==> src/rtl/top_sys_if.sv <==
// top_sys_if: serial line pair between a host (master) and the top_sys
// register/ALU subsystem (slave).
//   S_DATA_IN_RX  : host -> subsystem serial frames, idle high
//   S_DATA_OUT_TX : subsystem -> host serial frames, idle high
interface top_sys_if;
    logic S_DATA_IN_RX;
    logic S_DATA_OUT_TX;

    modport master (output S_DATA_IN_RX, input S_DATA_OUT_TX);
    modport slave  (input S_DATA_IN_RX, output S_DATA_OUT_TX);
endinterface

==> src/rtl/top_sys.sv <==
// top_sys: UART-controlled 16x8 register file with a 14-function ALU.
// Incoming frames (start, 8 data LSB first, even parity, stop) are decoded
// as write / read / ALU-with-operands / ALU-on-registers commands; read data
// and 16-bit ALU results (low byte first) go back through a 4-byte FIFO and
// a serial transmitter.
//   REF_CLK : system clock, rising edge
//   RST     : asynchronous active-low reset
//   ser     : serial line pair (slave side)
module top_sys #(
    parameter int DATA_WIDTH       = 8,
    parameter int NUM_OF_REGISTERS = 16,
    parameter int ADDRESS_WIDTH    = $clog2(NUM_OF_REGISTERS),
    parameter int ALU_OUT_WIDTH    = 16,
    parameter int CLKS_PER_BIT     = 16,
    parameter int TX_FIFO_DEPTH    = 4
) (
    input  logic      REF_CLK,
    input  logic      RST,
    top_sys_if.slave  ser
);
    localparam int CNT_W = $clog2(CLKS_PER_BIT);
    localparam int PTR_W = $clog2(TX_FIFO_DEPTH);
    localparam int FCW   = $clog2(TX_FIFO_DEPTH + 1);
    localparam logic [CNT_W-1:0] BIT_LAST  = CNT_W'(CLKS_PER_BIT - 1);
    localparam logic [CNT_W-1:0] HALF_LAST = CNT_W'(CLKS_PER_BIT / 2 - 1);

    localparam logic [2:0] S_IDLE     = 3'd0;
    localparam logic [2:0] S_WR_ADDR  = 3'd1;
    localparam logic [2:0] S_WR_DATA  = 3'd2;
    localparam logic [2:0] S_RD_ADDR  = 3'd3;
    localparam logic [2:0] S_ALU_A    = 3'd4;
    localparam logic [2:0] S_ALU_B    = 3'd5;
    localparam logic [2:0] S_ALU_FUNC = 3'd6;

    // ---------------- RX ----------------
    logic                  rx_meta_q, rx_sync_q, rx_prev_q;
    logic                  rx_busy_q;
    logic [CNT_W-1:0]      rx_cnt_q;
    logic [3:0]            rx_bit_q;   // 0 start, 1..8 data, 9 parity, 10 stop
    logic [DATA_WIDTH-1:0] rx_sh_q, rx_byte_q;
    logic                  rx_par_q;
    logic                  byte_valid_q, frame_err_q;

    always_ff @(posedge REF_CLK or negedge RST) begin
        if (!RST) begin
            rx_meta_q    <= 1'b1;
            rx_sync_q    <= 1'b1;
            rx_prev_q    <= 1'b1;
            rx_busy_q    <= 1'b0;
            rx_cnt_q     <= '0;
            rx_bit_q     <= '0;
            rx_sh_q      <= '0;
            rx_byte_q    <= '0;
            rx_par_q     <= 1'b0;
            byte_valid_q <= 1'b0;
            frame_err_q  <= 1'b0;
        end else begin
            rx_meta_q    <= ser.S_DATA_IN_RX;
            rx_sync_q    <= rx_meta_q;
            rx_prev_q    <= rx_sync_q;
            byte_valid_q <= 1'b0;
            frame_err_q  <= 1'b0;
            if (!rx_busy_q) begin
                if (rx_prev_q && !rx_sync_q) begin
                    rx_busy_q <= 1'b1;
                    rx_cnt_q  <= HALF_LAST;  // first sample lands mid start bit
                    rx_bit_q  <= '0;
                end
            end else if (rx_cnt_q != '0) begin
                rx_cnt_q <= rx_cnt_q - 1'b1;
            end else begin
                rx_cnt_q <= BIT_LAST;
                rx_bit_q <= rx_bit_q + 1'b1;
                if (rx_bit_q == 4'd0) begin
                    if (rx_sync_q) rx_busy_q <= 1'b0;  // start glitch
                end else if (rx_bit_q <= 4'd8) begin
                    rx_sh_q <= {rx_sync_q, rx_sh_q[DATA_WIDTH-1:1]};
                end else if (rx_bit_q == 4'd9) begin
                    rx_par_q <= rx_sync_q;
                end else begin
                    rx_busy_q <= 1'b0;
                    if (!(^rx_sh_q ^ rx_par_q) && rx_sync_q) begin
                        byte_valid_q <= 1'b1;
                        rx_byte_q    <= rx_sh_q;
                    end else begin
                        frame_err_q <= 1'b1;
                    end
                end
            end
        end
    end

    // ---------------- command FSM, register file, ALU ----------------
    logic [2:0]               state_q;
    logic [ADDRESS_WIDTH-1:0] addr_q;
    logic [DATA_WIDTH-1:0]    regs_q [NUM_OF_REGISTERS];
    logic                     hi_pend_q;
    logic [DATA_WIDTH-1:0]    hi_q;
    logic [ALU_OUT_WIDTH-1:0] alu_res;
    logic [DATA_WIDTH-1:0]    op_a, op_b;

    assign op_a = regs_q[0];
    assign op_b = regs_q[1];

    always_comb begin
        alu_res = '0;
        case (rx_byte_q[3:0])
            4'd0:  alu_res = {8'b0, op_a} + {8'b0, op_b};
            4'd1:  alu_res = {8'b0, op_a} - {8'b0, op_b};
            4'd2:  alu_res = {8'b0, op_a} * {8'b0, op_b};
            4'd3:  alu_res = (op_b == '0) ? '0 : {8'b0, op_a / op_b};
            4'd4:  alu_res = {8'b0, op_a & op_b};
            4'd5:  alu_res = {8'b0, op_a | op_b};
            4'd6:  alu_res = {8'b0, ~(op_a & op_b)};
            4'd7:  alu_res = {8'b0, ~(op_a | op_b)};
            4'd8:  alu_res = {8'b0, op_a ^ op_b};
            4'd9:  alu_res = {8'b0, ~(op_a ^ op_b)};
            4'd10: alu_res = {15'b0, op_a == op_b};
            4'd11: alu_res = {15'b0, op_a > op_b};
            4'd12: alu_res = {8'b0, op_a >> 1};
            4'd13: alu_res = {7'b0, op_a, 1'b0};
            default: alu_res = '0;
        endcase
    end

    always_ff @(posedge REF_CLK or negedge RST) begin
        if (!RST) begin
            state_q   <= S_IDLE;
            addr_q    <= '0;
            hi_pend_q <= 1'b0;
            hi_q      <= '0;
            for (int i = 0; i < NUM_OF_REGISTERS; i++) regs_q[i] <= '0;
        end else begin
            hi_pend_q <= 1'b0;
            if (frame_err_q) begin
                state_q <= S_IDLE;
            end else if (byte_valid_q) begin
                case (state_q)
                    S_IDLE: begin
                        case (rx_byte_q)
                            8'hAA:   state_q <= S_WR_ADDR;
                            8'hBB:   state_q <= S_RD_ADDR;
                            8'hCC:   state_q <= S_ALU_A;
                            8'hDD:   state_q <= S_ALU_FUNC;
                            default: state_q <= S_IDLE;
                        endcase
                    end
                    S_WR_ADDR: begin
                        addr_q  <= rx_byte_q[ADDRESS_WIDTH-1:0];
                        state_q <= S_WR_DATA;
                    end
                    S_WR_DATA: begin
                        regs_q[addr_q] <= rx_byte_q;
                        state_q        <= S_IDLE;
                    end
                    S_ALU_A: begin
                        regs_q[0] <= rx_byte_q;
                        state_q   <= S_ALU_B;
                    end
                    S_ALU_B: begin
                        regs_q[1] <= rx_byte_q;
                        state_q   <= S_ALU_FUNC;
                    end
                    S_ALU_FUNC: begin
                        // low byte is queued now, high byte on the next cycle
                        hi_q      <= alu_res[15:8];
                        hi_pend_q <= 1'b1;
                        state_q   <= S_IDLE;
                    end
                    default: state_q <= S_IDLE;  // S_RD_ADDR and unused codes
                endcase
            end
        end
    end

    logic                  enq_v;
    logic [DATA_WIDTH-1:0] enq_d;

    always_comb begin
        enq_v = 1'b0;
        enq_d = '0;
        if (hi_pend_q) begin
            enq_v = 1'b1;
            enq_d = hi_q;
        end else if (byte_valid_q && !frame_err_q && state_q == S_RD_ADDR) begin
            enq_v = 1'b1;
            enq_d = regs_q[rx_byte_q[ADDRESS_WIDTH-1:0]];
        end else if (byte_valid_q && state_q == S_ALU_FUNC) begin
            enq_v = 1'b1;
            enq_d = alu_res[7:0];
        end
    end

    // ---------------- TX FIFO ----------------
    logic [DATA_WIDTH-1:0] fifo_q [TX_FIFO_DEPTH];
    logic [PTR_W-1:0]      wptr_q, rptr_q;
    logic [FCW-1:0]        fcnt_q;
    logic                  push, pop;

    // ---------------- TX ----------------
    logic             tx_busy_q;
    logic [CNT_W-1:0] tx_cnt_q;
    logic [3:0]       tx_bit_q;
    logic [10:0]      tx_frame_q;  // bit 0 is the bit currently on the line
    logic             tx_last;

    assign tx_last = tx_busy_q && tx_cnt_q == '0 && tx_bit_q == 4'd10;
    // pop while idle, or in the final stop-bit cycle so frames run back-to-back
    assign pop  = (fcnt_q != '0) && (!tx_busy_q || tx_last);
    assign push = enq_v && (fcnt_q != FCW'(TX_FIFO_DEPTH));

    always_ff @(posedge REF_CLK or negedge RST) begin
        if (!RST) begin
            wptr_q <= '0;
            rptr_q <= '0;
            fcnt_q <= '0;
            for (int i = 0; i < TX_FIFO_DEPTH; i++) fifo_q[i] <= '0;
        end else begin
            if (push) begin
                fifo_q[wptr_q] <= enq_d;
                wptr_q         <= wptr_q + 1'b1;
            end
            if (pop) rptr_q <= rptr_q + 1'b1;
            fcnt_q <= fcnt_q + FCW'(push) - FCW'(pop);
        end
    end

    always_ff @(posedge REF_CLK or negedge RST) begin
        if (!RST) begin
            tx_busy_q  <= 1'b0;
            tx_cnt_q   <= '0;
            tx_bit_q   <= '0;
            tx_frame_q <= '1;
        end else if (pop) begin
            tx_busy_q  <= 1'b1;
            tx_cnt_q   <= BIT_LAST;
            tx_bit_q   <= '0;
            tx_frame_q <= {1'b1, ^fifo_q[rptr_q], fifo_q[rptr_q], 1'b0};
        end else if (tx_last) begin
            tx_busy_q  <= 1'b0;
            tx_frame_q <= '1;
        end else if (tx_busy_q) begin
            if (tx_cnt_q != '0) begin
                tx_cnt_q <= tx_cnt_q - 1'b1;
            end else begin
                tx_cnt_q   <= BIT_LAST;
                tx_bit_q   <= tx_bit_q + 1'b1;
                tx_frame_q <= {1'b1, tx_frame_q[10:1]};
            end
        end
    end

    assign ser.S_DATA_OUT_TX = tx_busy_q ? tx_frame_q[0] : 1'b1;

endmodule

==> src/flat_wrapper.sv <==
// flat-port wrapper written by rule: the top's interface ports become plain ports
module top_sys_flat 
#(
    parameter int DATA_WIDTH       = 8,
    parameter int NUM_OF_REGISTERS = 16,
    parameter int ADDRESS_WIDTH    = $clog2(NUM_OF_REGISTERS),
    parameter int ALU_OUT_WIDTH    = 16,
    parameter int CLKS_PER_BIT     = 16,
    parameter int TX_FIFO_DEPTH    = 4
)
  (REF_CLK, RST, ser_S_DATA_IN_RX, ser_S_DATA_OUT_TX);
  top_sys_if ser_i ();
  input  logic REF_CLK;
  input  logic RST;
  input wire logic [$bits(ser_i.S_DATA_IN_RX)-1:0] ser_S_DATA_IN_RX;
  output wire logic [$bits(ser_i.S_DATA_OUT_TX)-1:0] ser_S_DATA_OUT_TX;
  assign ser_i.S_DATA_IN_RX = ser_S_DATA_IN_RX;
  assign ser_S_DATA_OUT_TX = ser_i.S_DATA_OUT_TX;
  top_sys #(.DATA_WIDTH(DATA_WIDTH), .NUM_OF_REGISTERS(NUM_OF_REGISTERS), .ADDRESS_WIDTH(ADDRESS_WIDTH), .ALU_OUT_WIDTH(ALU_OUT_WIDTH), .CLKS_PER_BIT(CLKS_PER_BIT), .TX_FIFO_DEPTH(TX_FIFO_DEPTH)) u_core (.REF_CLK(REF_CLK), .RST(RST), .ser(ser_i));
endmodule
==> config.mk <==
export PLATFORM = sky130hd
export DESIGN_NAME = top_sys_flat
export DESIGN_NICKNAME = d
export VERILOG_FILES = /design/src/rtl/top_sys_if.sv /design/src/rtl/top_sys.sv /design/src/flat_wrapper.sv
export SDC_FILE = /design/constraint.sdc
export NUM_CORES = 1
export LEC_CHECK = 0
export ABC_CLOCK_PERIOD_IN_PS = 13400
export CAP_MARGIN = 20
export CORE_ASPECT_RATIO = 2
export CORE_MARGIN = 4
export CORE_UTILIZATION = 34
export DETAILED_ROUTE_END_ITERATION = 12
export PLACE_DENSITY = 0.51
export SKIP_CTS_REPAIR_TIMING = 1
export SYNTH_ARGS = -nofsm -noshare
export SYNTH_HDL_FRONTEND = slang
export SYNTH_SLANG_ARGS = --single-unit
==> constraint.sdc <==
create_clock -name REF_CLK -period 13.4 [get_ports REF_CLK]
set_input_delay 2.68 -clock REF_CLK [delete_from_list [all_inputs] [get_ports REF_CLK]]
set_output_delay 2.68 -clock REF_CLK [all_outputs]
set_load 0.05 [all_outputs]
==> results of run 1 <==
cells by family after synthesis:
kind of cell | synth area share [%]
buf+inv | 4.52
simple gates | 11.8
fa+ha+maj | 13.7
flops | 36.6
compound gates | 12.4
xor+xnor | 2.69
mux | 18.2
state kept, by name, summed over array words and instances, names as in the netlist, 8 cells and up:
signal             count
u_core.regs_q        112
u_core.fifo_q         32
u_core.tx_frame_q     10
u_core.hi_q            8
u_core.op_a            8
u_core.op_b            8
u_core.rx_byte_q       8
u_core.rx_sh_q         8
routing by layer:
metal	part of all wire, %	global-route usage, %	vias to the layer above
met5	0	0	-
met4	10	15.3	0
met3	3.3	1.77	180
met2	54	36.7	336
met1	33	18.9	5986
li1	-	-	5443
critical path, delay by kind of cell (launching register included):
family / cells / cell delay (ns)
flip-flops: 1 / 0.54
adder cells (fa/ha/maj): 7 / 2.01
multiplexers: 4 / 1.45
AO/OA/AOI/OAI: 20 / 3.65
AND/OR/NAND/NOR: 14 / 4.54
placed cells by master (no fill, tap or decap), types with 6 or more instances in the layout:
| master | Yosys | routed |
|---|---|---|
| clkbuf_16 | 0 | 23 |
| a31oi_1 | 18 | 18 |
| xor2_1 | 12 | 12 |
| nand3_1 | 26 | 26 |
| o22ai_1 | 15 | 15 |
| and3_1 | 9 | 9 |
| buf_4 | 0 | 18 |
| or4_1 | 7 | 7 |
| ha_1 | 112 | 112 |
| nand3b_1 | 7 | 7 |
| a21o_1 | 12 | 12 |
| clkbuf_1 | 64 | 8 |
| mux2i_1 | 15 | 15 |
| a22oi_1 | 16 | 16 |
| mux2_2 | 163 | 163 |
| dfstp_2 | 13 | 13 |
| o21ai_0 | 76 | 76 |
| nor4_1 | 11 | 11 |
| nand2_1 | 117 | 117 |
| xnor2_1 | 37 | 37 |
| nand2b_1 | 16 | 16 |
| inv_1 | 107 | 107 |
| mux4_2 | 39 | 39 |
| nand4_1 | 6 | 6 |
| a21oi_1 | 60 | 60 |
| fa_1 | 39 | 39 |
| a221o_1 | 10 | 10 |
| nor2_1 | 124 | 124 |
| or2_2 | 9 | 9 |
| nor3_1 | 29 | 29 |
| o21a_1 | 17 | 17 |
| dfrtp_1 | 220 | 217 |
| nor2b_1 | 15 | 15 |
| a211oi_1 | 13 | 13 |
| o211ai_1 | 8 | 8 |
| o31ai_1 | 6 | 6 |
| or3_1 | 7 | 7 |
power groups by stage:
stage	clock [W]	sequential, W	combinational (W)
after floorplan	0	0.000743	0.0000570
after global routing	0.000665	0.000739	0.0000940
final	0.000621	0.000736	0.0000808
after detailed placement	0	0.000749	0.0000825
after global placement	0	0.000749	0.0000794
after CTS	0.000644	0.000736	0.0000827
metrics by stage:
stage | power, W | utilization, % | hold WS (ns) | worst slack [ns]
after detailed placement | 0.000832 | 35.7 | 0.353 | 1.16
after CTS | 0.00146 | 37.2 | 0.362 | 1.11
final | 0.00144 | 37.3 | 0.359 | 1.06
after global placement | 0.000828 | 35.7 | 0.353 | 1.44
after global routing | 0.00150 | 37.3 | 0.365 | 0.110
after floorplan | 0.000800 | - | 0.345 | 2.65
layout make-up:
type,count,area (um2),share of cell area [%]
Clock buffer,34,647,3.73
Clock inverter,6,56.3,0.325
Tap cell,627,785,4.53
Inverter,108,405,2.34
Sequential cell,233,5850,33.8
Timing Repair Buffer,22,198,1.14
Multi-Input combinational cell,1121,9390,54.2
worst max path at each step:
stage                                        end  slack (ns)                       start
global placement    u_core.fifo_q[8]$_DFFE_PN0P_        1.44  u_core.op_b[7]$_DFFE_PN0P_
finish              u_core.fifo_q[8]$_DFFE_PN0P_        1.06  u_core.op_b[7]$_DFFE_PN0P_
floorplan           u_core.fifo_q[0]$_DFFE_PN0P_        2.65  u_core.op_b[6]$_DFFE_PN0P_
global route        u_core.fifo_q[8]$_DFFE_PN0P_        0.11  u_core.op_b[7]$_DFFE_PN0P_
CTS                 u_core.fifo_q[8]$_DFFE_PN0P_        1.11  u_core.op_b[7]$_DFFE_PN0P_
detailed placement  u_core.fifo_q[8]$_DFFE_PN0P_        1.16  u_core.op_b[7]$_DFFE_PN0P_
==> flow_summary.json, run 1 <==
{
  "grt_pass1_vias": 12789,
  "hold_class": "flip-flop to flip-flop",
  "synth_cell_types": 77,
  "num_antenna_cells": 0,
  "io_buffers": 3,
  "switching_share_pct": 24.0,
  "cp_max_fo": 12,
  "post_dp_cell_area_mm2": 0.0166,
  "yosysWarningCount": 0,
  "slowest_stage": "or4_4",
  "hpwl_um": 37000,
  "p_comb_share_pct": 5.6,
  "switching_power_w": 0.000346,
  "final_cells": 2151,
  "worstMarginPinSlew_ns": 1.09,
  "synth_common_cells": "220 x dfrtp_1, 163 x mux2_2, 124 x nor2_1, 117 x nand2_1, 112 x ha_1",
  "fin_nets": 1663,
  "syn-cell-area_mm2": 0.0160,
  "clkLatencyLatePin_ns": 0.54,
  "grt_antenna_before_repair": 1,
  "max-vdd-ir-drop_v": 0.0000776,
  "synth_nets": 1695,
  "maxSlewHeadroom_pct": 27.2,
  "htreeDepth": 1,
  "dp.cells": 2109,
  "critPathKind": "flip-flop to flip-flop",
  "async_flop_share_pct": 100,
  "finalWirelength_um": 48900,
  "route.antenna.remaining_nets": 0,
  "vias": 11945,
  "cts_tree": "done",
  "outcome": "finished clean",
  "final_area_mm2": 0.0173,
  "root_buffer": "clkbuf_16",
  "drive_gt1_share_pct": 19.0,
  "fin_tns_setup_ns": 0,
  "core_area_mm2": 0.0465,
  "cts_buffers": 23,
  "worstPathArrival_ns": 12.75,
  "grt_usage_pct": 19.4,
  "rows": 112,
  "pwr-share-seq_pct": 51.2,
  "syn_area_per_cell_um2": 10.4,
  "die_y_um": 314,
  "grt_pass1_wl_um": 76100,
  "reg2reg_from": "u_core.op_b[7]$_DFFE_PN0P_",
  "cp-end-kind": "flip-flop",
  "whs_path_depth": 0,
  "setup_viol": 0,
  "overflow": 0,
  "drv_cap": 0,
  "max_freq_ghz": 0.0811,
  "fillers": 4731,
  "die_w_um": 161,
  "crit_required_ns": 13.82,
  "avgRoutedWirePerCell_um": 22.7,
  "syn_inst": 1541,
  "crit_path_start_kind": "flip-flop",
  "synth_top_area_cell": "dfrtp_1",
  "synth_seq_cells": 233,
  "yosys-top-cells-area": "dfrtp_1 35%, mux2_2 12%, ha_1 8.8%, mux4_2 5.5%, fa_1 4.9%",
  "synth.most_common_cell": "dfrtp_1",
  "initial_core_util_pct": 34.3,
  "min_period_ns": 12.34,
  "r2r_slack_ns": 1.06,
  "hold-path-endpoint": "u_core.rx_sync_q$_DFF_PN1_",
  "hold_start": "u_core.rx_meta_q$_DFF_PN1_",
  "dieArea_mm2": 0.0507,
  "rsz0062_at_grt": "false",
  "slowest_delay_ns": 0.69,
  "drt_pass1_iterations": 5,
  "synth_edf_count": 0,
  "cpMostUsedCell": "ha_1",
  "drc": 0,
  "clock_sinks": 233,
  "skew_ns": 0.0143,
  "clk_pin_slew_ns": 0.07,
  "synth_top_area_share_pct": 34.5,
  "ios": 4,
  "seq_area_frac_synth_pct": 36.6,
  "p_leak_nw": 7.93,
  "powerDensity_mw_per_mm2": 82.9,
  "grt_max_degree": 81,
  "first_iter_violations": 692,
  "cts_buffer_depth": 3,
  "rr_worst_depth": 45,
  "hold_viol": 0,
  "r2r-end": "u_core.fifo_q[8]$_DFFE_PN0P_",
  "place_congestion": 0.955,
  "via_per_inst": 5.55,
  "p_clk_share_pct": 43.2,
  "slew_viol_final": 0,
  "internal_power_w": 0.00109,
  "synth_top_flop_cell": "dfrtp_1",
  "areaGrowthSynthToFinish_pct": 8.63,
  "fin_crit_sh_pct": 92.1
}
Power figures use the tool's default switching activity.
==> run 2, diff against run 1 <==
--- a/config.mk
+++ b/config.mk
@@ -7,2 +7,3 @@
 export LEC_CHECK = 0
+export ABC_AREA = 0
 export ABC_CLOCK_PERIOD_IN_PS = 13400
@@ -13,2 +14,3 @@
 export DETAILED_ROUTE_END_ITERATION = 12
+export GPL_TIMING_DRIVEN = 0
 export PLACE_DENSITY = 0.51
==> constraint.sdc (replaced) <==
create_clock -name REF_CLK -period 13.4 [get_ports REF_CLK]
set_input_delay 4.02 -clock REF_CLK [delete_from_list [all_inputs] [get_ports REF_CLK]]
set_output_delay 4.02 -clock REF_CLK [all_outputs]
set_load 0.05 [all_outputs]
==> flow_summary.json, run 2 (same netlist as run 1, synthesis figures left out) <==
{
  "multiInputGateArea_mm2": 0.00942,
  "die_y_um": 314,
  "cts_buffers": 24,
  "grt_antenna_before_repair": 0,
  "cp_max_fo": 10,
  "largest_reg_flops": 112,
  "grt_pass1_wl_um": 83100,
  "p_clk_share_pct": 47.0,
  "avgRoutedWirePerCell_um": 25.0,
  "overflow": 0,
  "via_per_inst": 5.55,
  "initial_core_util_pct": 34.3,
  "p_leak_nw": 8.09,
  "htreeDepth": 1,
  "outcome": "finished clean",
  "hold_viol": 0,
  "num_antenna_cells": 0,
  "route.antenna.remaining_nets": 0,
  "fin_total_pwr_w": 0.00154,
  "ios": 4,
  "areaGrowthSynthToFinish_pct": 11.3,
  "slowest_stage": "or4_4",
  "crit_path_start_kind": "flip-flop",
  "hpwl_um": 42600,
  "root_buffer": "clkbuf_16",
  "dieArea_mm2": 0.0507,
  "setup_viol": 0,
  "post-route-util_pct": 38.2,
  "vias": 12340,
  "maxSlewHeadroom_pct": 20.7,
  "grt_max_degree": 114,
  "clock_sinks": 233,
  "core_area_mm2": 0.0465,
  "p_comb_share_pct": 5.4,
  "io_buffers": 3,
  "holdWs_ns": 0.357,
  "skew_ns": 0.0182,
  "slowest_delay_ns": 0.59,
  "rows": 112,
  "grt_usage_pct": 21.9,
  "powerDensity_mw_per_mm2": 87.0,
  "min_period_ns": 12.63,
  "clkLatencyLatePin_ns": 0.55,
  "max_freq_ghz": 0.0792,
  "reg_top3": "u_core.regs_q (112), u_core.fifo_q (32), u_core.tx_frame_q (10)",
  "max-vdd-ir-drop_v": 0.000111,
  "die_w_um": 161,
  "clk_pin_slew_ns": 0.07,
  "drv_cap": 0,
  "cts_buffer_depth": 3,
  "place_congestion": 1.07,
  "cpMostUsedCell": "ha_1",
  "cts_tree": "done",
  "drc": 0,
  "worstPathArrival_ns": 13.06,
  "finalWirelength_um": 55600,
  "drt_pass1_iterations": 5,
  "internal_power_w": 0.00117,
  "crit_required_ns": 13.83,
  "ff_latch_area_mm2": 0.00585,
  "fin_nets": 1732,
  "drive_gt1_share_pct": 18.6,
  "grt_pass1_vias": 13186,
  "critPathKind": "flip-flop to flip-flop",
  "fillers": 4709,
  "fin_crit_sh_pct": 94.2,
  "top_register": "u_core.regs_q",
  "hold_class": "flip-flop to flip-flop",
  "layout_common_cells": "220 x dfrtp_1, 163 x mux2_2, 122 x nor2_1, 117 x nand2_1, 112 x ha_1",
  "slew_viol_final": 0,
  "worstMarginPinSlew_ns": 1.19,
  "pwr-share-seq_pct": 47.6,
  "switching_share_pct": 24.1,
  "first_iter_violations": 569,
  "final_common_cell": "dfrtp_1",
  "cp-end-kind": "flip-flop",
  "switching_power_w": 0.000373
}
[run 2: final timing paths]
kind | start | to | slack, ns | depth (start not counted)
setup / recovery | u_core.op_b[5]$_DFFE_PN0P_ | u_core.fifo_q[0]$_DFFE_PN0P_ | 0.77 | 48
hold / removal | u_core.rx_meta_q$_DFF_PN1_ | u_core.rx_sync_q$_DFF_PN1_ | 0.36 | 0
setup reg to reg | u_core.op_b[5]$_DFFE_PN0P_ | u_core.fifo_q[0]$_DFFE_PN0P_ | 0.77 | 48
hold reg to reg | u_core.rx_meta_q$_DFF_PN1_ | u_core.rx_sync_q$_DFF_PN1_ | 0.36 | 0
max in group asynchronous | RST | u_core.regs_q[48]$_DFFE_PN0P_ | 8.72 | 3
min in group asynchronous | RST | u_core.fifo_q[24]$_DFFE_PN0P_ | 3.28 | 1
[run 2: power by group through the flow]
stage | clock network [W] | logic (W) | registers, W
6_report | 0.000726 | 0.0000839 | 0.000734
5_1_grt | 0.000772 | 0.0000978 | 0.000736
4_1_cts | 0.000748 | 0.0000862 | 0.000734
3_5_place_dp | 0 | 0.0000860 | 0.000747
3_3_place_gp | 0 | 0.0000812 | 0.000748
2_1_floorplan | 0 | 0.0000570 | 0.000743
[run 2: final cells by class]
type | count | share of cell area [%]
buffer | 79 | 1.78
clock buffer | 28 | 3.52
clock inverter | 16 | 1.18
inverter | 108 | 2.28
multi-input combinational | 1121 | 53.1
sequential | 233 | 32.9
tap | 627 | 4.42
timing repair buffer | 11 | 0.797
[run 2: per-layer routing]
layer	global-route usage [%]	wire length [um]	vias up
met4	17.4	5550	0
li1	-	-	5587
met2	42.0	30100	363
met5	0	0	-
met1	20.7	18000	6195
met3	2.42	1930	195
[run 2: per-stage QoR]
step	area, um2	TNS (ns)	worst slack, ns	instances
after floorplan	16000	0	2.65	1541
after global placement	16800	-360.19	-1.71	2171
after detailed placement	16900	0	0.139	2179
after CTS	17700	0	0.0611	2223
after global routing	17800	-0.0760	-0.0253	2223
final	17800	0	0.771	2223
[run 2: worst max-delay path: cells and delay by family (launching register included)]
| family | cells | cell delay [ns] |
|---|---|---|
| AO/OA/AOI/OAI | 23 | 4.99 |
| adder cells (fa/ha/maj) | 7 | 2.03 |
| buffers and inverters | 2 | 0.25 |
| flip-flops | 1 | 0.54 |
| multiplexers | 3 | 0.96 |
| AND/OR/NAND/NOR | 13 | 3.69 |
==> RTL edit: new RTL, config.mk and constraints of run 2 <==
`TX_FIFO_DEPTH` is set to 4 in 2 places; all go to 2.
--- a/src/rtl/top_sys.sv
+++ b/src/rtl/top_sys.sv
@@ -12,7 +12,7 @@
     parameter int ADDRESS_WIDTH    = $clog2(NUM_OF_REGISTERS),
     parameter int ALU_OUT_WIDTH    = 16,
     parameter int CLKS_PER_BIT     = 16,
-    parameter int TX_FIFO_DEPTH    = 4
+    parameter int TX_FIFO_DEPTH    = 2
 ) (
     input  logic      REF_CLK,
     input  logic      RST,
--- a/src/flat_wrapper.sv
+++ b/src/flat_wrapper.sv
@@ -6,7 +6,7 @@
     parameter int ADDRESS_WIDTH    = $clog2(NUM_OF_REGISTERS),
     parameter int ALU_OUT_WIDTH    = 16,
     parameter int CLKS_PER_BIT     = 16,
-    parameter int TX_FIFO_DEPTH    = 4
+    parameter int TX_FIFO_DEPTH    = 2
 )
   (REF_CLK, RST, ser_S_DATA_IN_RX, ser_S_DATA_OUT_TX);
   top_sys_if ser_i ();
Function: same outputs for any inputs over 10 cycles, from zero or initial values and one cycle with RST low; that may be too few to reach the edited logic, so the function may still have changed.
==> RTL edit against run 2 <==
- synthesized cell count fell by 2.9%
- sequential power fell by 8.3%
- first-iteration DRC count rose by 39%
- worst setup slack improved by 0.081 ns
- synthesized area fell by 5.6%
- sequential cell count fell by 19
- maximum frequency rose by 0.65%
- cell area fell by 6.5%
- total power fell by 13%
- routed wire length fell by 7.1%
==> RTL edit: results (changes against run 2) <==
global_routing:
  grt_pass1_vias: 12470  # -5.4%
  grt_start_max_net_pins: 117  # +2.6%
  grt_pass1_wl_um: 78270  # -5.8%
  grt_usage: 0.2168  # -0.002439
yosys:
  synth_area_leaders: "dfrtp_1, mux2_2, ha_1, fa_1, mux4_2"
  synth_nets: 1646  # -2.9%
  yosys-top-cells-count: "dfrtp_1, mux2_2, nand2_1, ha_1"
  netlist_instances: 1497  # -2.9%
  ys_seq_area_frac: 0.3565  # -0.009950
power_and_ir_drop:
  peakVddDrop_mv: 0.09927  # -10%
  power.leakage_nw: 7.545  # -6.7%
  power.density_nw_per_um2: 81.04  # -6.8%
critical_path:
  r2r-start: "u_core.op_b[6]$_DFFE_PN0P_"
  max_stage_delay_ns: 0.52  # -0.07 ns
  r2r_setup_slack_ns: 0.85  # +0.08 ns
  critPathSlowestCell: "o21ai_1"
  cp.arrival_ns: 12.93  # -0.13 ns
  reg2regPathDepth: 47  # -2.1%
detailed_routing:
  viasPerCell: 5.602  # +0.91%
  firstDrtPassIters: 5  # unchanged
  routedWlPerCell_um: 24.62  # -1.6%
  wl_um: 51650  # -7.1%
  drtIter0Drc: 793  # +39%
timing:
  whs_ns: 0.3552  # -0.001981 ns
  skew_ns: 0.01398  # -0.004224 ns
  drv_slew: 0  # unchanged
  finalCriticalPeriod_ns: 12.55  # -0.08146 ns
  relSlewSlack: 0.08294  # -0.1245
final_layout:
  seq_area_um2: 5371  # -8.1%
  fill_cells: 4371  # -7.2%
  bufAreaShareNonClock: 0.02511  # -0.0006871
  final_nets: 1682  # -2.9%
  comb.multi_input.count: 1104  # -1.5%
  buffers: 88  # -2.2%
  inverters_excl_clock: 103  # -4.6%
  nClkBuffers: 36  # +29%
  drive_above_1_share: 0.1680  # -0.01813
  multi_input_area_um2: 9050  # -3.9%
  top_regs: "u_core.regs_q: 112 flops, u_core.fifo_q: 16 flops, u_core.tx_frame_q: 10 flops"
  clock_cell_area_share: 0.04095  # -0.006138
cts:
  insertion_delay_ns: 0.52  # -0.03 ns
  ctsLongestPathBuffers: 3  # unchanged
  clk_pin_slew_ns: 0.06
  cts_buffers: 22  # -8.3%
  clock_sink_count: 214  # -8.2%
  clockRootBuffer: "clkbuf_16"
placed_design:
  port_buffers: 3  # unchanged
  dp_cells: 2056  # -5.6%
  place_congestion: 0.9803  # -8.1%
  dp.final_hpwl_um: 40360  # -5.2%
  placed_cell_area_um2: 15870  # -6.1%
  preCtsSetupSlack_ns: -0.4802  # -0.6197 ns
run_status:
  status: "finished, final reports clean"
==> RTL edit: cell types whose count changed after synthesis, moves of 7 or more <==
cell	change
a221o_1	-8
buf_2	+7
inv_1	-7
dfrtp_1	-19
nand2_1	+31
xor2_1	+7
mux2_2	-14
a22oi_1	-9
o21ai_0	+15
mux4_2	-8
nor2_1	-24
==> RTL edit: cell families after synthesis <==
group	after synthesis	synth area share
xor+xnor	54	0.03338
fa+ha+maj	146	0.1402
compound gates	311	0.1330
simple gates	399	0.1245
mux	194	0.1670
flops	214	0.3565
buf+inv	179	0.04551
==> RTL edit: routing by layer <==
metal,vias up,part of all wire,global-route usage
li1,5423,-,-
met1,5896,0.35,0.2209
met2,280,0.54,0.4027
met3,153,0.025,0.01869
met4,0,0.090,0.1574
met5,-,0,0
==> RTL edit: where the power goes <==
part           internal [mW]  switching [mW]
registers              0.661          0.0119
clock network          0.335           0.261
logic                 0.0319          0.0439
total                   1.03           0.317
